## config.mk

```make
export PLATFORM = sky130hd
export DESIGN_NAME = board_frame_renderer
export DESIGN_NICKNAME = d
export VERILOG_FILES = /design/src/rtl/board_render_pkg.sv /design/src/rtl/board_pixel_color.sv /design/src/rtl/board_frame_renderer.sv
export SDC_FILE = /design/constraint.sdc
export NUM_CORES = 1
export LEC_CHECK = 0
export CAP_MARGIN = 40
export CELL_PAD_IN_SITES_DETAIL_PLACEMENT = 0
export CELL_PAD_IN_SITES_GLOBAL_PLACEMENT = 2
export CORE_AREA = 3 3 275 196
export CTS_CLUSTER_DIAMETER = 50
export CTS_CLUSTER_SIZE = 28
export DETAILED_ROUTE_END_ITERATION = 7
export DIE_AREA = 0 0 278 199
export GPL_ROUTABILITY_DRIVEN = 0
export GPL_TIMING_DRIVEN = 0
export HOLD_SLACK_MARGIN = 0.15
export PLACE_DENSITY = 0.84
export SYNTH_ARGS = -nofsm -noshare
export SYNTH_HDL_FRONTEND = slang
export SYNTH_SLANG_ARGS = --single-unit
```

## constraint.sdc

```tcl
create_clock -name clk -period 13.4 [get_ports clk]
set_input_delay 1.34 -clock clk [delete_from_list [all_inputs] [get_ports clk]]
set_output_delay 1.34 -clock clk [all_outputs]
set_load 0.02 [all_outputs]
```

## src/rtl/board_render_pkg.sv

```systemverilog
// Shared constants for the checkers board renderer: status codes, colours and FSM states.
package board_render_pkg;

  localparam int unsigned EMPTY      = 0;
  localparam int unsigned RED        = 1;
  localparam int unsigned BLACK      = 2;
  localparam int unsigned RED_KING   = 3;
  localparam int unsigned BLACK_KING = 4;

  localparam logic [23:0] BG     = 24'h000000;
  localparam logic [23:0] LIGHT  = 24'hF0D9B5;
  localparam logic [23:0] DARK   = 24'h769656;
  localparam logic [23:0] CURSOR = 24'hFFFF00;
  localparam logic [23:0] UNDEF  = 24'hFF00FF;

  // Piece colours by status code; entry 0 is never shown (empty cells use the square colour).
  localparam logic [23:0] PALETTE [8] = '{
    EMPTY:      BG,
    RED:        24'hC00000,
    BLACK:      24'h202020,
    RED_KING:   24'hFF6060,
    BLACK_KING: 24'h606060,
    default:    UNDEF
  };

  typedef enum logic [1:0] {
    StIdle,
    StDraw,
    StFinish
  } state_e;

endpackage

```

## src/rtl/board_pixel_color.sv

```systemverilog
// Colour of one virtual pixel from its cell status and position flags.
module board_pixel_color
  import board_render_pkg::*;
#(
  parameter int unsigned CELL_BITS = 3
) (
  input  logic [CELL_BITS-1:0] status,
  input  logic                 parity,
  input  logic                 in_board,
  input  logic                 cursor_edge,
  output logic [23:0]          color
);

  logic [31:0] status_w;
  assign status_w = 32'(status);

  // Priority: background, cursor frame, empty square, piece palette, undefined codes.
  always_comb begin
    color = BG;
    if (!in_board) begin
      color = BG;
    end else if (cursor_edge) begin
      color = CURSOR;
    end else if (status_w == EMPTY) begin
      color = parity ? DARK : LIGHT;
    end else if (status_w < 32'd8) begin
      color = PALETTE[3'(status)];
    end else begin
      color = UNDEF;
    end
  end

endmodule

```

## src/rtl/board_frame_renderer.sv

```systemverilog
// Sweeps the virtual frame buffer once per start, writing one board colour per pixel.
module board_frame_renderer
  import board_render_pkg::*;
#(
  parameter int unsigned FB_W      = 160,
  parameter int unsigned FB_H      = 120,
  parameter int unsigned ADDR_W    = 15,
  parameter int unsigned BOARD_N   = 8,
  parameter int unsigned CELL_BITS = 3,
  parameter int unsigned CELL_PX   = 12,
  parameter int unsigned ORIGIN_X  = 32,
  parameter int unsigned ORIGIN_Y  = 12
) (
  input  logic                                 clk,
  input  logic                                 rst,
  input  logic [BOARD_N*BOARD_N*CELL_BITS-1:0] board,
  input  logic [$clog2(BOARD_N)-1:0]           cursor_x,
  input  logic [$clog2(BOARD_N)-1:0]           cursor_y,
  input  logic                                 cursor_en,
  input  logic                                 start,
  input  logic                                 wr_ready,
  output logic [ADDR_W-1:0]                    wr_addr,
  output logic [23:0]                          wr_data,
  output logic                                 wr_en,
  output logic                                 busy,
  output logic                                 done
);

  localparam int unsigned BoardW = BOARD_N * BOARD_N * CELL_BITS;
  localparam int unsigned XW     = $clog2(FB_W);
  localparam int unsigned YW     = $clog2(FB_H);
  localparam int unsigned XW1    = XW + 1;
  localparam int unsigned YW1    = YW + 1;
  localparam int unsigned CW     = $clog2(BOARD_N);
  localparam int unsigned PW     = (CELL_PX > 1) ? $clog2(CELL_PX) : 1;
  localparam int unsigned IW     = $clog2(BoardW);
  localparam int unsigned Span   = BOARD_N * CELL_PX;

  localparam logic [XW-1:0]     XLast    = XW'(FB_W - 1);
  localparam logic [XW:0]       XBeg     = XW1'(ORIGIN_X);
  localparam logic [XW:0]       XEnd     = XW1'(ORIGIN_X + Span);
  localparam logic [YW:0]       YBeg     = YW1'(ORIGIN_Y);
  localparam logic [YW:0]       YEnd     = YW1'(ORIGIN_Y + Span);
  localparam logic [PW-1:0]     PxLast   = PW'(CELL_PX - 1);
  localparam logic [ADDR_W-1:0] AddrLast = ADDR_W'(FB_W * FB_H - 1);

  state_e            state;
  logic [BoardW-1:0] snap_board;
  logic [CW-1:0]     snap_cx, snap_cy;
  logic              snap_cen;

  // Position of the pixel currently presented on wr_addr/wr_data.
  logic [XW-1:0] x_q;
  logic [YW-1:0] y_q;
  logic [PW-1:0] px_q, py_q;
  logic [CW-1:0] cx_q, cy_q;

  // Position of the pixel to be loaded next (pixel 0 when starting a frame).
  logic [XW-1:0]     nx;
  logic [YW-1:0]     ny;
  logic [PW-1:0]     npx, npy;
  logic [CW-1:0]     ncx, ncy;
  logic [ADDR_W-1:0] naddr;

  logic load_first, last_write, load;
  logic in_x, in_y, row_end;

  assign load_first = (state == StIdle) && start;
  assign last_write = (state == StDraw) && wr_ready && (wr_addr == AddrLast);
  assign load       = load_first || ((state == StDraw) && wr_ready && !last_write);

  // Row-major increment of address, coordinates, in-cell and cell counters.
  always_comb begin
    nx      = '0;
    ny      = '0;
    npx     = '0;
    npy     = '0;
    ncx     = '0;
    ncy     = '0;
    naddr   = '0;
    in_x    = ({1'b0, x_q} >= XBeg) && ({1'b0, x_q} < XEnd);
    in_y    = ({1'b0, y_q} >= YBeg) && ({1'b0, y_q} < YEnd);
    row_end = (x_q == XLast);
    if (!load_first) begin
      naddr = wr_addr + 1'b1;
      nx    = row_end ? '0 : x_q + 1'b1;
      ny    = row_end ? y_q + 1'b1 : y_q;
      npx   = px_q;
      ncx   = cx_q;
      npy   = py_q;
      ncy   = cy_q;
      if ({1'b0, nx} == XBeg) begin
        npx = '0;
        ncx = '0;
      end else if (in_x) begin
        if (px_q == PxLast) begin
          npx = '0;
          ncx = cx_q + 1'b1;
        end else begin
          npx = px_q + 1'b1;
        end
      end
      if (row_end) begin
        if ({1'b0, ny} == YBeg) begin
          npy = '0;
          ncy = '0;
        end else if (in_y) begin
          if (py_q == PxLast) begin
            npy = '0;
            ncy = cy_q + 1'b1;
          end else begin
            npy = py_q + 1'b1;
          end
        end
      end
    end
  end

  // The first pixel is coloured from the live inputs, which equal the snapshot being taken.
  logic [BoardW-1:0]    src_board;
  logic [CW-1:0]        src_cx, src_cy;
  logic                 src_cen;
  logic [IW-1:0]        cell_idx;
  logic [CELL_BITS-1:0] status;
  logic                 n_in_board, n_edge, cursor_edge, parity;
  logic [23:0]          color;

  assign src_board   = (state == StIdle) ? board     : snap_board;
  assign src_cx      = (state == StIdle) ? cursor_x  : snap_cx;
  assign src_cy      = (state == StIdle) ? cursor_y  : snap_cy;
  assign src_cen     = (state == StIdle) ? cursor_en : snap_cen;
  assign cell_idx    = IW'((32'(ncy) * BOARD_N + 32'(ncx)) * CELL_BITS);
  assign status      = src_board[cell_idx +: CELL_BITS];
  assign n_in_board  = ({1'b0, nx} >= XBeg) && ({1'b0, nx} < XEnd) &&
                       ({1'b0, ny} >= YBeg) && ({1'b0, ny} < YEnd);
  assign n_edge      = (npx == '0) || (npx == PxLast) || (npy == '0) || (npy == PxLast);
  assign cursor_edge = src_cen && (ncx == src_cx) && (ncy == src_cy) && n_edge;
  assign parity      = ncx[0] ^ ncy[0];

  board_pixel_color #(
    .CELL_BITS(CELL_BITS)
  ) u_color (
    .status     (status),
    .parity     (parity),
    .in_board   (n_in_board),
    .cursor_edge(cursor_edge),
    .color      (color)
  );

  // Frame FSM with registered write port and status outputs.
  always_ff @(posedge clk) begin
    if (rst) begin
      state      <= StIdle;
      snap_board <= '0;
      snap_cx    <= '0;
      snap_cy    <= '0;
      snap_cen   <= 1'b0;
      x_q        <= '0;
      y_q        <= '0;
      px_q       <= '0;
      py_q       <= '0;
      cx_q       <= '0;
      cy_q       <= '0;
      wr_addr    <= '0;
      wr_data    <= '0;
      wr_en      <= 1'b0;
      busy       <= 1'b0;
      done       <= 1'b0;
    end else begin
      if (load) begin
        x_q     <= nx;
        y_q     <= ny;
        px_q    <= npx;
        py_q    <= npy;
        cx_q    <= ncx;
        cy_q    <= ncy;
        wr_addr <= naddr;
        wr_data <= color;
      end
      unique case (state)
        StIdle: begin
          if (start) begin
            snap_board <= board;
            snap_cx    <= cursor_x;
            snap_cy    <= cursor_y;
            snap_cen   <= cursor_en;
            wr_en      <= 1'b1;
            busy       <= 1'b1;
            state      <= StDraw;
          end
        end
        StDraw: begin
          if (last_write) begin
            wr_en <= 1'b0;
            busy  <= 1'b0;
            done  <= 1'b1;
            state <= StFinish;
          end
        end
        StFinish: begin
          done  <= 1'b0;
          state <= StIdle;
        end
        default: state <= StIdle;
      endcase
    end
  end

endmodule
```

==> flow_summary.toml <==
[outcome]
status = "finished clean"

[sta]
hold_ws_ps = 454
max_freq_ghz = 0.0955
fin_tns_setup_ps = 0
relSlewSlack = 0.327
timing.final.crit_share = 0.781
worst_pin_slew_ps = 1010
hold_violations = 0
setup_violations = 0
maxSlewViolCount = 0
fin_skew_ps = 22.1
grt_setup_unrepaired = "false"
finalCriticalPeriod_ps = 10470
worst_slack_ps = 2930

[detailed_routing]
wl_per_cell_um = 27.9
avgViaCountPerCell = 6.24
vias = 21100
ant_nets = 0
drtIter0Drc = 3131
dr.pass1.iters = 8
drc = 0
wirelength_um = 94300

[worst_hold_path]
hold_path.class = "register to register"
worstHoldStart = "snap_board[26]$_SDFFE_PP0P_"
hold_path_depth = 2

[pwr]
peakVddDrop_v = 0.0000796
p_leak_nw = 8.91
power_mw = 2.12
p_per_area_mw_per_mm2 = 92.2

[finish]
design_area_sq_mm = 0.0230
synthToLayoutAreaGrowth_pct = 24.7
final_core_util = 0.445
drive_gt1_frac = 0.0925
fin_nets = 2888
layout_common_cells = "nand2_1 (653), a21oi_1 (278), dfxtp_1 (264), clkdlybuf4s50_1 (243), mux2i_1 (211)"
stdcell_count = 3375
final_common_cell = "nand2_1"
diodes = 0
nFillCells = 5218

[worst_setup_path]
cpMaxStageDelayCell = "clkdlybuf4s50_1"
crit_required_ps = 13880
crit_top_cell = "clkbuf_1"
crit_arrival_ps = 10950
endpoint_kind = "register"
r2r-start = "x_q[6]$_SDFFE_PP0P_"
startpoint = "start"
crit_fanout = 10
rr_worst_depth = 26
worst_setup_path_start_kind = "input port"
cp.depth = 25
path_buf_inv = 12
critPathTopFamily = "buffers and inverters"
crit_path_max_incr_delay_ps = 830
setup.worst_path.class = "input port to register"

[clock_tree]
holdBufCountCts = 0
cts.sinks = 264
cts_tree = "built"
cts_buffers = 29
clock_latency_ps = 590
clkTransAtPathRegs_ps = 70
clockBufferDepth = 3
postCtsSetupBuffers = 0
root_buffer = "clkbuf_16"
h-tree-depth = 1
ctsResizeCount = 0

[yosys]
syn_area_sq_mm = 0.0184
seq_area_frac_synth = 0.287
synth_top_area_cell = "dfxtp_1"
synthFlopType = "dfxtp_1"
yosysUniqueCellTypes = 89
synth.area.mux_share = 0.216
synth_nets = 2590
synthCells = 2371
synth_adder_area_share = 0.0113
async_flop_share = 0
synth_top_area_share = 0.287
synth.avg_cell_area_sq_um = 7.77
synth_edf_count = 0
synth_warnings = 0
synth_top_family_by_area = "simple AND/OR/NAND/NOR gates"
synth-compound-area-share = 0.186
synth-xor-area-share = 0.0204
synth_area_leaders = "dfxtp_1 (29%), nand2_1 (13%), mux2i_1 (11%)"
synthSimpleGateAreaFrac = 0.225
ys_ff_latch = 264

[place]
post-place-ws_ps = 3060
dpl.hpwl_um = 72500
dp_cells = 3322
placed_area_sq_mm = 0.0220
port_buffers = 243

[floorplanning]
core-area_sq_mm = 0.0517
die_area_sq_mm = 0.0553
ioPinCount = 245
die_height_um = 199
die-width_um = 278
start_util = 0.357
rows = 70

[grt]
grt_pass1_vias = 19400
grt_pass1_wl_um = 133000
overflow = 0
grt_max_degree = 21
grt_antenna_before_repair = 2
grt_usage = 0.326

[job]
drv_cap = 0
worst reg2reg max path: stages, from the launching register on:
cell and delay (ps):
dfxtp_1 310, buf_2 180, o21bai_1 650, o21a_1 330, o21a_1 440, nand2_4 230, inv_2 120, buf_6 250
buf_4 320, buf_2 450, buf_2 480, ha_1 290, fa_1 270, xor2_1 420, buf_4 270, clkbuf_1 390
clkbuf_1 250, buf_6 240, buf_1 780, clkbuf_1 820, a221oi_1 190, o31ai_1 130, nor4bb_1 670, a211o_1 440
nand4_1 240, or2_1 380, a32o_1 250
power breakdown:
part / internal (mW) / leakage, nW / total (mW) / switching (mW)
Combinational: 0.173 / 6.26 / 0.427 / 0.254
Sequential: 0.819 / 2.16 / 0.841 / 0.0229
Clock: 0.434 / 0.491 / 0.850 / 0.416
cells in the mapped netlist, drive strengths merged (9+ instances only):
library cell  instances
mux2                 24
o22ai                12
a211oi               31
mux4                 71
nand3                68
a311oi                9
or3                  12
nor3                 27
nand2               655
or2                  13
clkbuf              136
ha                   15
buf                  67
inv                  21
mux2i               211
nand4                22
a21oi               278
and2                 14
nor2                 92
and3                 31
a31oi                29
dfxtp               264
a2111oi              17
o21ai                54
xnor2                16
o211ai               14
xor2                 27
flip-flops by register name, indices dropped and copies added (netlist names):
register    count
wr_data        17
snap_cen        1
y_q             7
busy            1
cx_q            3
snap_cx         3
state           2
cy_q            3
x_q             8
py_q            4
snap_cy         3
snap_board    192
px_q            4
wr_addr        15
done            1
per-layer routing:
layer | wire length [um] | up-vias | track usage
met4 | 4880 | 2 | 0.133
met2 | 35600 | 1558 | 0.436
met3 | 12900 | 347 | 0.118
li1 | - | 9124 | -
met1 | 40900 | 10000 | 0.467
met5 | 19 | - | 0
kinds of logic (layout without fill, tap and decap cells):
| kind of cell | after synthesis | count (layout) |
|---|---|---|
| simple gates | 971 | 971 |
| compound gates | 547 | 547 |
| mux | 306 | 306 |
| flops | 264 | 264 |
| buf+inv | 224 | 544 |
| xor+xnor | 43 | 43 |
| fa+ha+maj | 16 | 16 |
worst paths after layout:
path,to,slack (ps)
max,wr_data[7]$_SDFFE_PP0P_,2930
min,snap_board[26]$_SDFFE_PP0P_,450
max reg2reg,wr_data[7]$_SDFFE_PP0P_,3540
min reg2reg,snap_board[26]$_SDFFE_PP0P_,450
cell type report:
type	count	area [sq um]	share of cell area
buffer	203	922	0.0401
clock inverter	23	267	0.0116
inverter	21	78.8	0.00343
clock buffer	30	739	0.0322
tap	684	856	0.0373
multi-input combinational	1883	12200	0.529
timing repair buffer	267	2670	0.116
sequential	264	5290	0.230
(Power assumes the default switching activity.)
